--- config.mk ---
export PLATFORM = sky130hd
export DESIGN_NAME = spi_slave_engine
export DESIGN_NICKNAME = d
export VERILOG_FILES = /design/src/rtl/spi_slave_pkg.sv /design/src/rtl/spi_sync_edge.sv /design/src/rtl/spi_slave_engine.sv
export SDC_FILE = /design/constraint.sdc
export NUM_CORES = 1
export LEC_CHECK = 0
export CAP_MARGIN = 20
export CORE_MARGIN = 2
export CORE_UTILIZATION = 50
export CTS_CLUSTER_DIAMETER = 30
export DETAILED_ROUTE_END_ITERATION = 7
export MAX_ROUTING_LAYER = met4
export PLACE_DENSITY = 0.84
export SYNTH_ARGS = -nofsm -noshare
export SYNTH_HDL_FRONTEND = slang
export SYNTH_SLANG_ARGS = --single-unit
--- constraint.sdc ---
create_clock -name CLK -period 2.58 [get_ports CLK]
set_input_delay 0.516 -clock CLK [delete_from_list [all_inputs] [get_ports CLK]]
set_output_delay 0.516 -clock CLK [all_outputs]
set_load 0.005 [all_outputs]
--- src/rtl/spi_slave_pkg.sv ---
// Shared types for the SPI responder: FSM states, SCK mode encodings, underrun fill.
// Pure declarations; no latency or flow control of its own.
package spi_slave_pkg;

   typedef enum logic [1:0] {
      IDLE  = 2'd0,
      LOAD  = 2'd1,
      SHIFT = 2'd2,
      DONE  = 2'd3
   } state_t;

   // Encoded as {CPOL, CPHA}
   typedef enum logic [1:0] {
      MODE0 = 2'b00,
      MODE1 = 2'b01,
      MODE2 = 2'b10,
      MODE3 = 2'b11
   } spi_mode_t;

   localparam logic UNDERRUN_FILL = 1'b1;

endpackage

--- src/rtl/spi_sync_edge.sv ---
// 2-FF synchroniser plus one edge-detect stage; edges usable on the 3rd CLK after the pin moves.
// No flow control: samples every CLK.
module spi_sync_edge #(
   parameter logic RST_VAL = 1'b0
) (
   input  logic CLK,
   input  logic PRESET,
   input  logic din,
   output logic dout,
   output logic rise,
   output logic fall
);

   logic [2:0] sr;

   always_ff @(posedge CLK) begin
      if (PRESET) sr <= {3{RST_VAL}};
      else        sr <= {sr[1:0], din};
   end

   assign dout = sr[1];
   assign rise = sr[1] & ~sr[2];
   assign fall = ~sr[1] & sr[2];

endmodule

--- src/rtl/spi_slave_engine.sv ---
// SPI responder shift engine with single-entry TX buffer and RX register; oversamples SCK/SS_n/MOSI.
// Pin edges act 3 CLK late; no backpressure: TX underrun sends all-ones, RX overrun drops the word.
module spi_slave_engine
   import spi_slave_pkg::*;
#(
   parameter int data  = 8,
   parameter int cnt_w = 4
) (
   input  logic            CLK,
   input  logic            PRESET,
   input  logic            SPE,
   input  logic            CPOL,
   input  logic            CPHA,
   input  logic            LSBFE,
   input  logic            SCK,
   input  logic            SS_n,
   input  logic            MOSI,
   output logic            MISO,
   output logic            MISO_oe,
   input  logic [data-1:0] tx_wdata,
   input  logic            tx_wr,
   output logic            SPTEF,
   output logic [data-1:0] rx_rdata,
   output logic            SPIF,
   input  logic            rx_rd,
   output logic            OVRF,
   input  logic            ovr_clr,
   output logic            abort,
   output logic            busy
);

   state_t            state, state_nxt;
   spi_mode_t         mode;
   logic              sck_s, sck_rise, sck_fall;
   logic              ss_n_s, ss_rise, ss_fall;
   logic              mosi_s, mosi_rise, mosi_fall;
   logic              unused_sync_outs;
   logic              sample_edge, shift_edge, last_bit;
   logic              load_go, abort_nxt, overrun;
   logic [data-1:0]   tx_buf, tx_sr, rx_sr;
   logic [cnt_w-1:0]  cnt;

   spi_sync_edge #(.RST_VAL(1'b0)) u_sck (
      .CLK(CLK), .PRESET(PRESET), .din(SCK), .dout(sck_s), .rise(sck_rise), .fall(sck_fall));
   spi_sync_edge #(.RST_VAL(1'b1)) u_ss (
      .CLK(CLK), .PRESET(PRESET), .din(SS_n), .dout(ss_n_s), .rise(ss_rise), .fall(ss_fall));
   spi_sync_edge #(.RST_VAL(1'b0)) u_mosi (
      .CLK(CLK), .PRESET(PRESET), .din(MOSI), .dout(mosi_s), .rise(mosi_rise), .fall(mosi_fall));

   // SS_n is used as a level so a release during DONE/LOAD is still caught
   assign unused_sync_outs = sck_s | ss_rise | ss_fall | mosi_rise | mosi_fall;

   assign mode = spi_mode_t'({CPOL, CPHA});

   always_comb begin
      sample_edge = 1'b0;
      shift_edge  = 1'b0;
      case (mode)
         MODE0:   begin sample_edge = sck_rise; shift_edge = sck_fall; end
         MODE1:   begin sample_edge = sck_fall; shift_edge = sck_rise; end
         MODE2:   begin sample_edge = sck_fall; shift_edge = sck_rise; end
         MODE3:   begin sample_edge = sck_rise; shift_edge = sck_fall; end
         default: begin sample_edge = 1'b0;     shift_edge = 1'b0;     end
      endcase
   end

   assign last_bit = (cnt == cnt_w'(data - 1));

   always_ff @(posedge CLK) begin
      if (PRESET) state <= IDLE;
      else        state <= state_nxt;
   end

   always_comb begin
      state_nxt = state;
      abort_nxt = 1'b0;
      if (!SPE) begin
         state_nxt = IDLE;
      end else begin
         case (state)
            IDLE:  if (!ss_n_s) state_nxt = LOAD;
            LOAD:  begin
               if (ss_n_s) begin
                  state_nxt = IDLE;
                  abort_nxt = 1'b1;
               end else begin
                  state_nxt = SHIFT;
               end
            end
            SHIFT: begin
               if (ss_n_s) begin
                  state_nxt = IDLE;
                  abort_nxt = 1'b1;
               end else if (sample_edge && last_bit) begin
                  state_nxt = DONE;
               end
            end
            DONE:  state_nxt = ss_n_s ? IDLE : LOAD;
            default: state_nxt = IDLE;
         endcase
      end
   end

   assign load_go = (state == LOAD) && (state_nxt == SHIFT);
   assign overrun = (state == DONE) && SPIF && !rx_rd;

   assign busy    = (state != IDLE);
   assign MISO_oe = SPE && (state != IDLE);
   assign MISO    = MISO_oe ? (LSBFE ? tx_sr[0] : tx_sr[data-1]) : 1'b0;

   always_ff @(posedge CLK) begin
      if (PRESET) begin
         tx_sr    <= '0;
         rx_sr    <= '0;
         cnt      <= '0;
         tx_buf   <= '0;
         SPTEF    <= 1'b1;
         SPIF     <= 1'b0;
         OVRF     <= 1'b0;
         rx_rdata <= '0;
         abort    <= 1'b0;
      end else begin
         abort <= abort_nxt;

         if (load_go) begin
            tx_sr <= SPTEF ? {data{UNDERRUN_FILL}} : tx_buf;
            cnt   <= '0;
         end else if (state == SHIFT) begin
            if (sample_edge) begin
               rx_sr <= LSBFE ? {mosi_s, rx_sr[data-1:1]} : {rx_sr[data-2:0], mosi_s};
               cnt   <= cnt + 1'b1;
            end
            // cnt==0 marks the edge belonging to the previous word / before the first bit
            if (shift_edge && (cnt != '0))
               tx_sr <= LSBFE ? {1'b0, tx_sr[data-1:1]} : {tx_sr[data-2:0], 1'b0};
         end

         if (tx_wr) begin
            tx_buf <= tx_wdata;
            SPTEF  <= 1'b0;
         end else if (load_go && !SPTEF) begin
            SPTEF  <= 1'b1;
         end

         if ((state == DONE) && (!SPIF || rx_rd)) begin
            rx_rdata <= rx_sr;
            SPIF     <= 1'b1;
         end else if (rx_rd) begin
            SPIF     <= 1'b0;
         end

         if (overrun)      OVRF <= 1'b1;
         else if (ovr_clr) OVRF <= 1'b0;
      end
   end

endmodule

==> results.json <==
{
  "overflow": 0,
  "htreeDepth": 2,
  "setup_tns_ns": 0,
  "cap_violations": 0,
  "drive_above_1_share_pct": 15.2,
  "crit_chain": "inv_1 -> ha_2 -> nor2b_1 -> nor2b_1 -> clkdlybuf4s50_1",
  "via_per_inst": 5.62,
  "gp_congestion": 0.824,
  "hold_path_class": "flip-flop to flip-flop",
  "ys_seq_area_share_pct": 41.5,
  "fillCellCount": 383,
  "instances_no_fill": 323,
  "fin_total_pwr_mw": 1.39,
  "syn2layout_area_growth_pct": 21.0,
  "antenna_left": 0,
  "root_buffer": "clkbuf_8",
  "grt_usage_pct": 20.1,
  "critical_path_class": "flip-flop to output port",
  "fin_crit_sh_pct": 95.4,
  "dp_hpwl_microns": 3450,
  "p_leak_nw": 1.22,
  "setup_viol": 0,
  "avgRoutedWirePerCell_microns": 15.3,
  "dp_cells": 315,
  "antenna_found_initial": 0,
  "syn_nets": 261,
  "power_switching_uw": 314,
  "die-area_sq_um": 5300,
  "worstSetupStartpointType": "flip-flop",
  "yosysTopAreaCell": "dfxtp_1",
  "yosysWarnings": 0,
  "first_pass_iters": 4,
  "ys_ff_latch": 49,
  "rrSetupSlack_ns": 0.48,
  "cts_tree": "built",
  "combPwrFrac_pct": 7.7,
  "syn_area_sq_um": 2360,
  "diodes": 0,
  "syn_inst": 235,
  "drc": 0,
  "postCtsHoldBufs": 0,
  "peakVddDrop_v": 0.000329,
  "io_buffers": 34,
  "grt_pass1_vias": 1741,
  "grt_max_degree": 22,
  "cp_slowest_cell": "clkdlybuf4s50_1",
  "relSlewSlack_pct": 48.0,
  "slowest_delay_ns": 0.50,
  "dp_slack_ns": 0.211,
  "switching_share_pct": 22.6,
  "die_w_microns": 72.8,
  "clock_sinks": 49,
  "utilization_pct": 61.8,
  "wl_microns": 4930,
  "crit_required_ns": 2.06,
  "placed_cell_area_sq_um": 2750,
  "internal-power_mw": 1.08,
  "via_count": 1816,
  "ioPinCount": 35,
  "seqPwrFrac_pct": 56.1,
  "synth_top_area_share_pct": 41.5,
  "rsz0062_at_grt": "false",
  "crit_fanout": 10,
  "fin_ws_ns": 0.119,
  "max_freq_mhz": 406,
  "tightest_slew_ns": 0.778,
  "outcome": "finished, final reports clean",
  "core_area_sq_um": 4630,
  "syn_avg_cell_area_sq_um": 10.1,
  "cts.path.max_buffers": 2,
  "hold_viol": 0,
  "yosysUniqueCellTypes": 42,
  "whs_ns": 0.414,
  "slew_violations": 0,
  "synth_area_leaders": "dfxtp_1 41%, mux2i_1 11%, a211oi_2 4.2%, nor2_1 3.8%, nor2b_1 3.4%",
  "nNetsFinal": 294,
  "rows": 25,
  "insertion_delay_ns": 0.30,
  "endpoint_kind": "output port",
  "design_area_sq_um": 2860,
  "drtIter0Drc": 110,
  "clkTransAtPathRegs_ns": 0.09,
  "numCtsBuffers": 5,
  "grt_pass1_wl_microns": 8040,
  "p_per_area_nw_per_um2": 485,
  "start_util_pct": 51.1,
  "die_h_microns": 72.8,
  "cp.arrival_ns": 1.94,
  "clkPwrFrac_pct": 36.2,
  "period_needed_ns": 2.46,
  "crit_top_cell": "nor2b_1",
  "skew_ns": 0.00621
}
## flip-flops by register name, summed over array words and instances, names as in the netlist
| name | flops |
|---|---|
| tx_buf | 8 |
| abort | 1 |
| u_mosi.sr | 2 |
| u_sck.sr | 3 |
| u_ss.sr | 2 |
| SPTEF | 1 |
| rx_sr | 8 |
| SPIF | 1 |
| rx_rdata | 8 |
| tx_sr | 8 |
| OVRF | 1 |
| state | 2 |
| cnt | 4 |
## synthesized netlist by cell type
cell and instances:
mux2i_1 27, clkbuf_1 6, a21o_1 3, buf_1 1, nand4_1 3, a22oi_4 1, o21ai_0 1, nand2_1 7
inv_1 8, mux2_4 1, o221ai_1 1, nor3_1 9, nand2b_1 2, ha_1 6, mux2_2 6, and3b_1 2
nor3_2 1, and3_1 2, nor2_1 24, nor2b_1 13, or2_2 2, a21oi_1 13, nand3_1 1, a211oi_2 8
dfxtp_1 49, a21boi_4 1, and4_1 2, xnor2_2 1, o211ai_2 1, o31ai_1 2, a211oi_4 1, o21ai_1 1
a32oi_1 2, nand2_4 1, o2bb2ai_1 8, o21bai_1 1, a21oi_4 2, nand3b_1 1, and2_1 1, xor2_1 2
a22oi_1 6, buf_2 5
## cell families (layout without fill, tap and decap cells)
family / count (synthesis) / after routing / synth area share (%)
muxes: 34 / 34 / 14.9
buffers and inverters: 20 / 54 / 3.44
AOI/OAI and AO/OA: 52 / 52 / 19.7
xor gates and xnor gates: 3 / 3 / 1.43
DFF: 49 / 49 / 41.5
adders and majority gates: 6 / 6 / 3.17
and+or+nand+nor: 71 / 71 / 15.8
## worst max-delay path: cells and delay by family (launching register included)
| kind | cells | cell delay [ns] |
|---|---|---|
| AND/OR/NAND/NOR | 2 | 0.38 |
| adder cells (fa/ha/maj) | 1 | 0.26 |
| buffers and inverters | 2 | 0.60 |
| flip-flops | 1 | 0.40 |
## cell usage in the layout (no fill, tap or decap), drive strengths merged, types with 8 or more instances in the layout
cell and n:
nor3 10, mux2i 27, nor2b 13, a211oi 9, o2bb2ai 8, a21oi 15, dfxtp 49, nor2 24
inv 9, clkdlybuf4s50 34, nand2 8
## timing repair
action                                 CTS  global route
setup buffers                            0             0
gates resized for setup                  1             2
setup endpoints to repair                1             1
endpoints found under the hold margin    0             0
## path summary, 6_finish.rpt
check / from / endpoint / depth (start not counted)
setup / recovery: state[0] / MISO / 5
hold / removal: u_ss.sr[0] / u_ss.sr[1] / 1
setup reg to reg: state[0] / tx_sr[5] / 7
hold reg to reg: u_ss.sr[0] / u_ss.sr[1] / 1
## metal layers
metal,up-vias,wire [microns],track usage [%]
met5,-,0,-
met4,0,152,10.1
met3,16,202,4.97
met2,45,2290,30.8
met1,844,2290,24.6
li1,911,-,-
## power by group through the flow
stage	Clock [mW]	Sequential (mW)	Combinational [mW]
after floorplan	0	0.792	0.0607
after global placement	0	0.797	0.104
after detailed placement	0	0.797	0.106
after CTS	0.519	0.779	0.107
after global routing	0.547	0.781	0.115
final	0.503	0.779	0.107
## cell type report
cell class	count	area (sq um)	share of cell area (%)
multi-input cells	166	1310	45.6
flip-flops and latches	49	983	34.4
repair buffers	38	370	12.9
clock buffers	7	96.3	3.37
well taps	54	67.6	2.36
inverters	8	30.0	1.05
clock inverters	1	8.76	0.306
Note: power is estimated with default switching activity, not from simulation.
